**config.mk**
```make
export PLATFORM = sky130hd
export DESIGN_NAME = ifetch_align
export DESIGN_NICKNAME = d
export VERILOG_FILES = /design/src/rtl/ifetch_align_pkg.sv /design/src/rtl/ifetch_align_hw_queue.sv /design/src/rtl/ifetch_align.sv
export SDC_FILE = /design/constraint.sdc
export NUM_CORES = 1
export LEC_CHECK = 0
export ABC_AREA = 1
export CAP_MARGIN = 25
export CORE_MARGIN = 5
export CORE_UTILIZATION = 53
export DETAILED_ROUTE_END_ITERATION = 16
export PLACE_DENSITY = 0.82
export SLEW_MARGIN = 20
export SYNTH_ARGS = -nofsm -noshare
export SYNTH_HDL_FRONTEND = slang
export SYNTH_SLANG_ARGS = --single-unit
```
**constraint.sdc**
```tcl
create_clock -name clk -period 3.7 [get_ports clk]
set_input_delay 0.37 -clock clk [delete_from_list [all_inputs] [get_ports clk]]
set_output_delay 0.37 -clock clk [all_outputs]
set_load 0.05 [all_outputs]
```
**src/rtl/ifetch_align_pkg.sv**
```systemverilog
// Shared fetch-stage types: halfword/word aliases and the fetch FSM state.
// Latency: n/a (types only).
// Backpressure: n/a (types only).
package rv32i_types;

   typedef logic [31:0] rv32i_word;
   typedef logic [15:0] rv32i_half;

   typedef enum logic [1:0] {
      IDLE  = 2'd0,
      FETCH = 2'd1,
      DROP  = 2'd2
   } ifetch_state_t;

endpackage

```
**src/rtl/ifetch_align_hw_queue.sv**
```systemverilog
// Three-entry halfword shift queue; pop 0..2 from the head and push 0..2 at the tail in one cycle.
// Latency: pushed halfwords are visible at the head outputs the cycle after the push.
// Backpressure: none internally; the caller never pushes past 3 entries. flush empties the queue.
// Ports: clk/rst, flush, pop_n/push_n (halfword counts), push_lo/push_hi (push order lo then hi),
//        hw0/hw1 (head two slots), count (occupancy), count_next (occupancy after this cycle).
module hw_queue
   import rv32i_types::*;
(
   input  logic       clk,
   input  logic       rst,
   input  logic       flush,
   input  logic [1:0] pop_n,
   input  logic [1:0] push_n,
   input  rv32i_half  push_lo,
   input  rv32i_half  push_hi,
   output rv32i_half  hw0,
   output rv32i_half  hw1,
   output logic [1:0] count,
   output logic [1:0] count_next
);

   rv32i_half  slot      [3];
   rv32i_half  shifted   [3];
   rv32i_half  slot_next [3];
   logic [1:0] base;

   always_comb begin
      shifted[0] = slot[0];
      shifted[1] = slot[1];
      shifted[2] = slot[2];
      case (pop_n)
         2'd1: begin
            shifted[0] = slot[1];
            shifted[1] = slot[2];
            shifted[2] = '0;
         end
         2'd2: begin
            shifted[0] = slot[2];
            shifted[1] = '0;
            shifted[2] = '0;
         end
         default: ;
      endcase

      // New halfwords land just above whatever survives the pop.
      base = 2'(count - pop_n);
      for (int i = 0; i < 3; i++) begin
         slot_next[i] = shifted[i];
         if (push_n != 2'd0 && 2'(i) == base)
            slot_next[i] = push_lo;
         if (push_n == 2'd2 && 2'(i) == 2'(base + 2'd1))
            slot_next[i] = push_hi;
      end

      count_next = flush ? 2'd0 : 2'(count - pop_n + push_n);
   end

   always_ff @(posedge clk) begin
      if (rst) begin
         for (int i = 0; i < 3; i++)
            slot[i] <= '0;
         count <= 2'd0;
      end else begin
         for (int i = 0; i < 3; i++)
            slot[i] <= slot_next[i];
         count <= count_next;
      end
   end

   assign hw0 = slot[0];
   assign hw1 = slot[1];

endmodule

```
**src/rtl/ifetch_align.sv**
```systemverilog
// Instruction fetch/realign: word fetches in, one whole (32-bit or zero-extended RVC) instruction out.
// Latency: imem_resp in cycle N gives ir_valid in cycle N+1; a straddling instruction the cycle after its second word.
// Backpressure: stall holds ir/ir_pc; fetching pauses once two or more halfwords are buffered.
// Ports: clk, rst (sync, active-high); imem_read/imem_address/imem_resp/imem_rdata memory port;
//        redirect/redirect_pc restart; stall from decode; ir_valid/ir/ir_pc/ir_compressed to decode.
module ifetch_align
   import rv32i_types::*;
#(
   parameter rv32i_word RESET_PC = 32'h0000_0060
) (
   input  logic        clk,
   input  logic        rst,
   output logic        imem_read,
   output rv32i_word   imem_address,
   input  logic        imem_resp,
   input  rv32i_word   imem_rdata,
   input  logic        redirect,
   input  rv32i_word   redirect_pc,
   input  logic        stall,
   output logic        ir_valid,
   output rv32i_word   ir,
   output rv32i_word   ir_pc,
   output logic        ir_compressed
);

   ifetch_state_t state;
   rv32i_word     head_pc;
   rv32i_word     fetch_pc;
   rv32i_word     fetch_pc_next;
   logic          drop_low;

   rv32i_half     hw0;
   rv32i_half     hw1;
   logic [1:0]    count;
   logic [1:0]    count_next;
   logic [1:0]    pop_n;
   logic [1:0]    push_n;
   rv32i_half     push_lo;

   logic          head_c;
   logic          head_ready;
   logic          consume;
   logic          append;

   // Halfword PCs never use bit 0 of the redirect target.
   logic          unused_pc_bit;
   assign unused_pc_bit = redirect_pc[0];

   always_comb begin
      head_c     = (hw0[1:0] != 2'b11);
      head_ready = head_c ? (count != 2'd0) : (count >= 2'd2);
      // In DROP the queue was just flushed; gate anyway so nothing stale escapes.
      ir_valid      = head_ready && (state != DROP);
      ir            = '0;
      if (ir_valid)
         ir = head_c ? {16'h0000, hw0} : {hw1, hw0};
      ir_compressed = ir_valid && head_c;
      ir_pc         = head_pc;
      imem_read     = (state != IDLE);

      // A redirect kills both the consume and any arriving data this cycle.
      consume = ir_valid && !stall && !redirect;
      append  = (state == FETCH) && imem_resp && !redirect;
      pop_n   = consume ? (head_c ? 2'd1 : 2'd2) : 2'd0;
      push_n  = append ? (drop_low ? 2'd1 : 2'd2) : 2'd0;
      push_lo = drop_low ? imem_rdata[31:16] : imem_rdata[15:0];

      fetch_pc_next = fetch_pc;
      if (redirect)
         fetch_pc_next = {redirect_pc[31:2], 2'b00};
      else if (append)
         fetch_pc_next = fetch_pc + 32'd4;
   end

   hw_queue u_hw_queue (
      .clk        (clk),
      .rst        (rst),
      .flush      (redirect),
      .pop_n      (pop_n),
      .push_n     (push_n),
      .push_lo    (push_lo),
      .push_hi    (imem_rdata[31:16]),
      .hw0        (hw0),
      .hw1        (hw1),
      .count      (count),
      .count_next (count_next)
   );

   always_ff @(posedge clk) begin
      if (rst) begin
         state        <= IDLE;
         head_pc      <= RESET_PC;
         fetch_pc     <= RESET_PC;
         drop_low     <= 1'b0;
         imem_address <= RESET_PC;
      end else begin
         fetch_pc <= fetch_pc_next;
         if (redirect) begin
            head_pc  <= {redirect_pc[31:1], 1'b0};
            drop_low <= redirect_pc[1];
         end else begin
            if (consume)
               head_pc <= head_pc + (head_c ? 32'd2 : 32'd4);
            if (append)
               drop_low <= 1'b0;
         end

         // imem_address only reloads when a new read begins, so it stays
         // fixed across a DROP even though fetch_pc has been retargeted.
         case (state)
            IDLE: begin
               if (redirect || count_next <= 2'd1) begin
                  state        <= FETCH;
                  imem_address <= fetch_pc_next;
               end
            end
            FETCH: begin
               if (redirect && !imem_resp) begin
                  state <= DROP;
               end else if (imem_resp && !redirect && count_next > 2'd1) begin
                  state <= IDLE;
               end else begin
                  state        <= FETCH;
                  imem_address <= fetch_pc_next;
               end
            end
            DROP: begin
               if (imem_resp) begin
                  state        <= FETCH;
                  imem_address <= fetch_pc_next;
               end
            end
            default: state <= IDLE;
         endcase
      end
   end

endmodule

```
==> flow_summary_export.csv <==
group,metric,value,unit
status,outcome,"finished clean",
setup_path,timing.rr.end,"u_hw_queue.slot[0][12]",
die,fp.dieW,136,um
setup_path,critPathKind,"flop to primary output",
synth,synth_nets,1382,
min_path,whs_path_depth,2,
place,gp_routability_congestion,0.989,
setup_path,critPathMaxFanout,19,
synth,ys.flop_type,"dfxtp_1",
global_routing,grt-ovfl-total,0,
cts,cts_tree,"done",
cts,cts_hold_buffers,0,
cts,cts_setup_buffers,0,
sta,period_needed,3440,ps
die,rows,46,
synth,syn_inst,1307,
synth,syn_area,8430,um^2
min_path,hp-class,"flop to flop",
place,io_buffers,165,
min_path,min_to,"fetch_pc[1]",
detailed_routing,first_pass_iters,6,
layout,nFillCells,1370,
place,dp_slack,98.2,ps
cts,clk_latency,430,ps
die,start_util,0.536,
layout,drive_gt1_frac,0.0536,
detailed_routing,drc,0,
sta,finClkSkew,10.1,ps
cts,cts_sinks,148,
layout,synthToLayoutAreaGrowth,28.3,%
setup_path,end_kind,"primary output",
sta,maxSlewViolCount,0,
synth,ys_types,49,
synth,async_reset_ff_frac,0,
power,leakagePower,4.61,nW
die,io_pins,168,
die,core-area,15700,um^2
sta,finalHoldViolations,0,
power,p_per_area,404,nW/um^2
cts,h-tree-depth,4,
detailed_routing,first_iter_violations,1132,
cts,cts_resized,0,
sta,hold-worst-slack,439,ps
detailed_routing,wl_per_cell,16.7,um
sta,layout_setup_ws,264,ps
detailed_routing,routed_wl,27.9,mm
layout,final_cell_mix,"nand2_1 (332), inv_1 (173), clkdlybuf4s50_1 (164), dfxtp_1 (148), nand3_1 (115)",
flow_run,maxCapViolations,0,
layout,seq_area,2960,um^2
global_routing,grt_pass1_vias,8334,
layout,final_common_cell,"nand2_1",
setup_path,worstPathArrival,3070,ps
global_routing,grt_pass1_wl,43.7,mm
synth,synth_area_leaders,"dfxtp_1 (35%), nand2_1 (15%), inv_1 (7.7%)",
synth,synth_edf_count,0,
detailed_routing,dr_total_vias,9283,
cts,numCtsBuffers,17,
detailed_routing,ant_nets,0,
cts,cts_root_buf,"clkbuf_16",
sta,worst_pin_slew,854,ps
die,die_h,136,um
layout,multi_input_area,4490,um^2
setup_path,cp.required,3330,ps
die,dieArea,18500,um^2
global_routing,grt_max_degree,74,
place,hpwlAfterDp,19.9,mm
min_path,worstHoldStart,"fetch_pc[1]",
synth,synth_warnings,0,
global_routing,track_usage,0.299,
detailed_routing,viasPerCell,5.56,
synth,synth_top_area_frac,0.352,
cts,clk_pin_slew,60,ps
sta,max-slew-margin-rel,0.431,
power,peakVddDrop,362,uV
synth,synth_top_area_cell,"dfxtp_1",
setup_path,r2r_setup_slack,450,ps
synth,ys_seq_area_frac,0.352,
sta,finalSetupViolations,0,
synth,avgSynthCellArea,6.45,um^2
synth,synth-seq-cells,148,
setup_path,reg2reg_depth,18,
layout,diodes,0,
cts,clock_path_buffers,2,
sta,period_share,0.929,
layout,nets,1517,
setup_path,worstSetupStartpointType,"flop",
sta,clock.fmax,291,MHz
setup_path,rr_startpoint,"u_hw_queue.slot[0][1]",
global_routing,antenna_found_initial,0,
sta,rsz0062_at_grt,"no",
setup_path,critPathLaunch,"u_hw_queue.slot[0][1]",
sta,timing.setup.tns,0,ps
==> power by group <==
part	total [W]	switching, W	internal, W
Combinational	0.000774	0.000508	0.000266
Clock	0.00183	0.000735	0.00109
Sequential	0.00177	0.0000808	0.00169
Total	0.00437	0.00132	0.00304
==> state kept, by name, summed over array words and instances, names as in the netlist <==
| register | count |
|---|---|
| fetch_pc | 32 |
| u_hw_queue.slot | 48 |
| ir_pc | 31 |
| u_hw_queue.count | 2 |
| imem_address | 32 |
| state | 2 |
| drop_low | 1 |
==> critical path, stage by stage, from the launching register on <==
cell and delay (ps):
dfxtp_1 380, nand2_4 130, nand2_2 90, nand2_2 80, nand2_1 70, buf_4 220, clkinv_1 570, nand3_1 340
inv_1 60, clkdlybuf4s50_1 700
==> area by class of cell <==
class                           count  area share
Inverter                          176      0.0611
Clock buffer                       19      0.0410
Tap cell                          216      0.0250
Multi-Input combinational cell    914       0.415
Sequential cell                   148       0.274
Clock inverter                     13      0.0159
Timing Repair Buffer              185       0.167
==> cells in the mapped netlist (2+ instances only) <==
cell / n
nor2_4: 2
mux2i_1: 2
nand3b_1: 2
clkinv_1: 2
xnor2_1: 8
dfxtp_1: 148
o21ai_0: 97
o211ai_1: 15
o21a_1: 2
a31oi_1: 31
nand3_1: 115
nand3_2: 3
nand4_1: 18
a22oi_1: 9
buf_1: 11
xor2_1: 24
nand2_1: 332
nand2_2: 5
buf_2: 14
o21ai_1: 22
nor2_2: 5
nor3_1: 17
a21oi_1: 94
clkbuf_1: 38
nor4_1: 6
nor2_1: 81
buf_6: 4
or2_2: 3
ha_1: 5
inv_1: 173
==> cells by family after synthesis <==
group	Yosys count	synth area share
muxes	2	0.00238
xor gates and xnor gates	32	0.0333
other	1	0.000445
adders and majority gates	6	0.00980
and+or+nand+nor	594	0.305
AOI/OAI and AO/OA	279	0.182
DFF	148	0.352
buffers and inverters	245	0.115
==> metrics by stage <==
step | utilization | power [W] | cells | instance area, um^2
2_1_floorplan | - | 0.00227 | 1307 | 8430
3_3_place_gp | 0.649 | 0.00255 | 1639 | 10200
3_5_place_dp | 0.649 | 0.00256 | 1639 | 10200
4_1_cts | 0.688 | 0.00436 | 1671 | 10800
5_1_grt | 0.688 | 0.00451 | 1671 | 10800
6_report | 0.688 | 0.00437 | 1671 | 10800
==> metal layers <==
layer | wire length, um | track usage
met1 | 12500 | 0.442
met2 | 11900 | 0.435
met3 | 2790 | 0.0526
met4 | 707 | 0.104
met5 | 0 | 0
==> worst max-delay path by stage <==
stage and to:
2_1_floorplan ir_pc[29], 3_3_place_gp u_hw_queue.slot[0][5], 3_5_place_dp u_hw_queue.slot[0][15], 4_1_cts ir[20], 5_1_grt u_hw_queue.slot[0][1], 6_report ir[20]
Note: power is estimated with default switching activity, not from simulation.
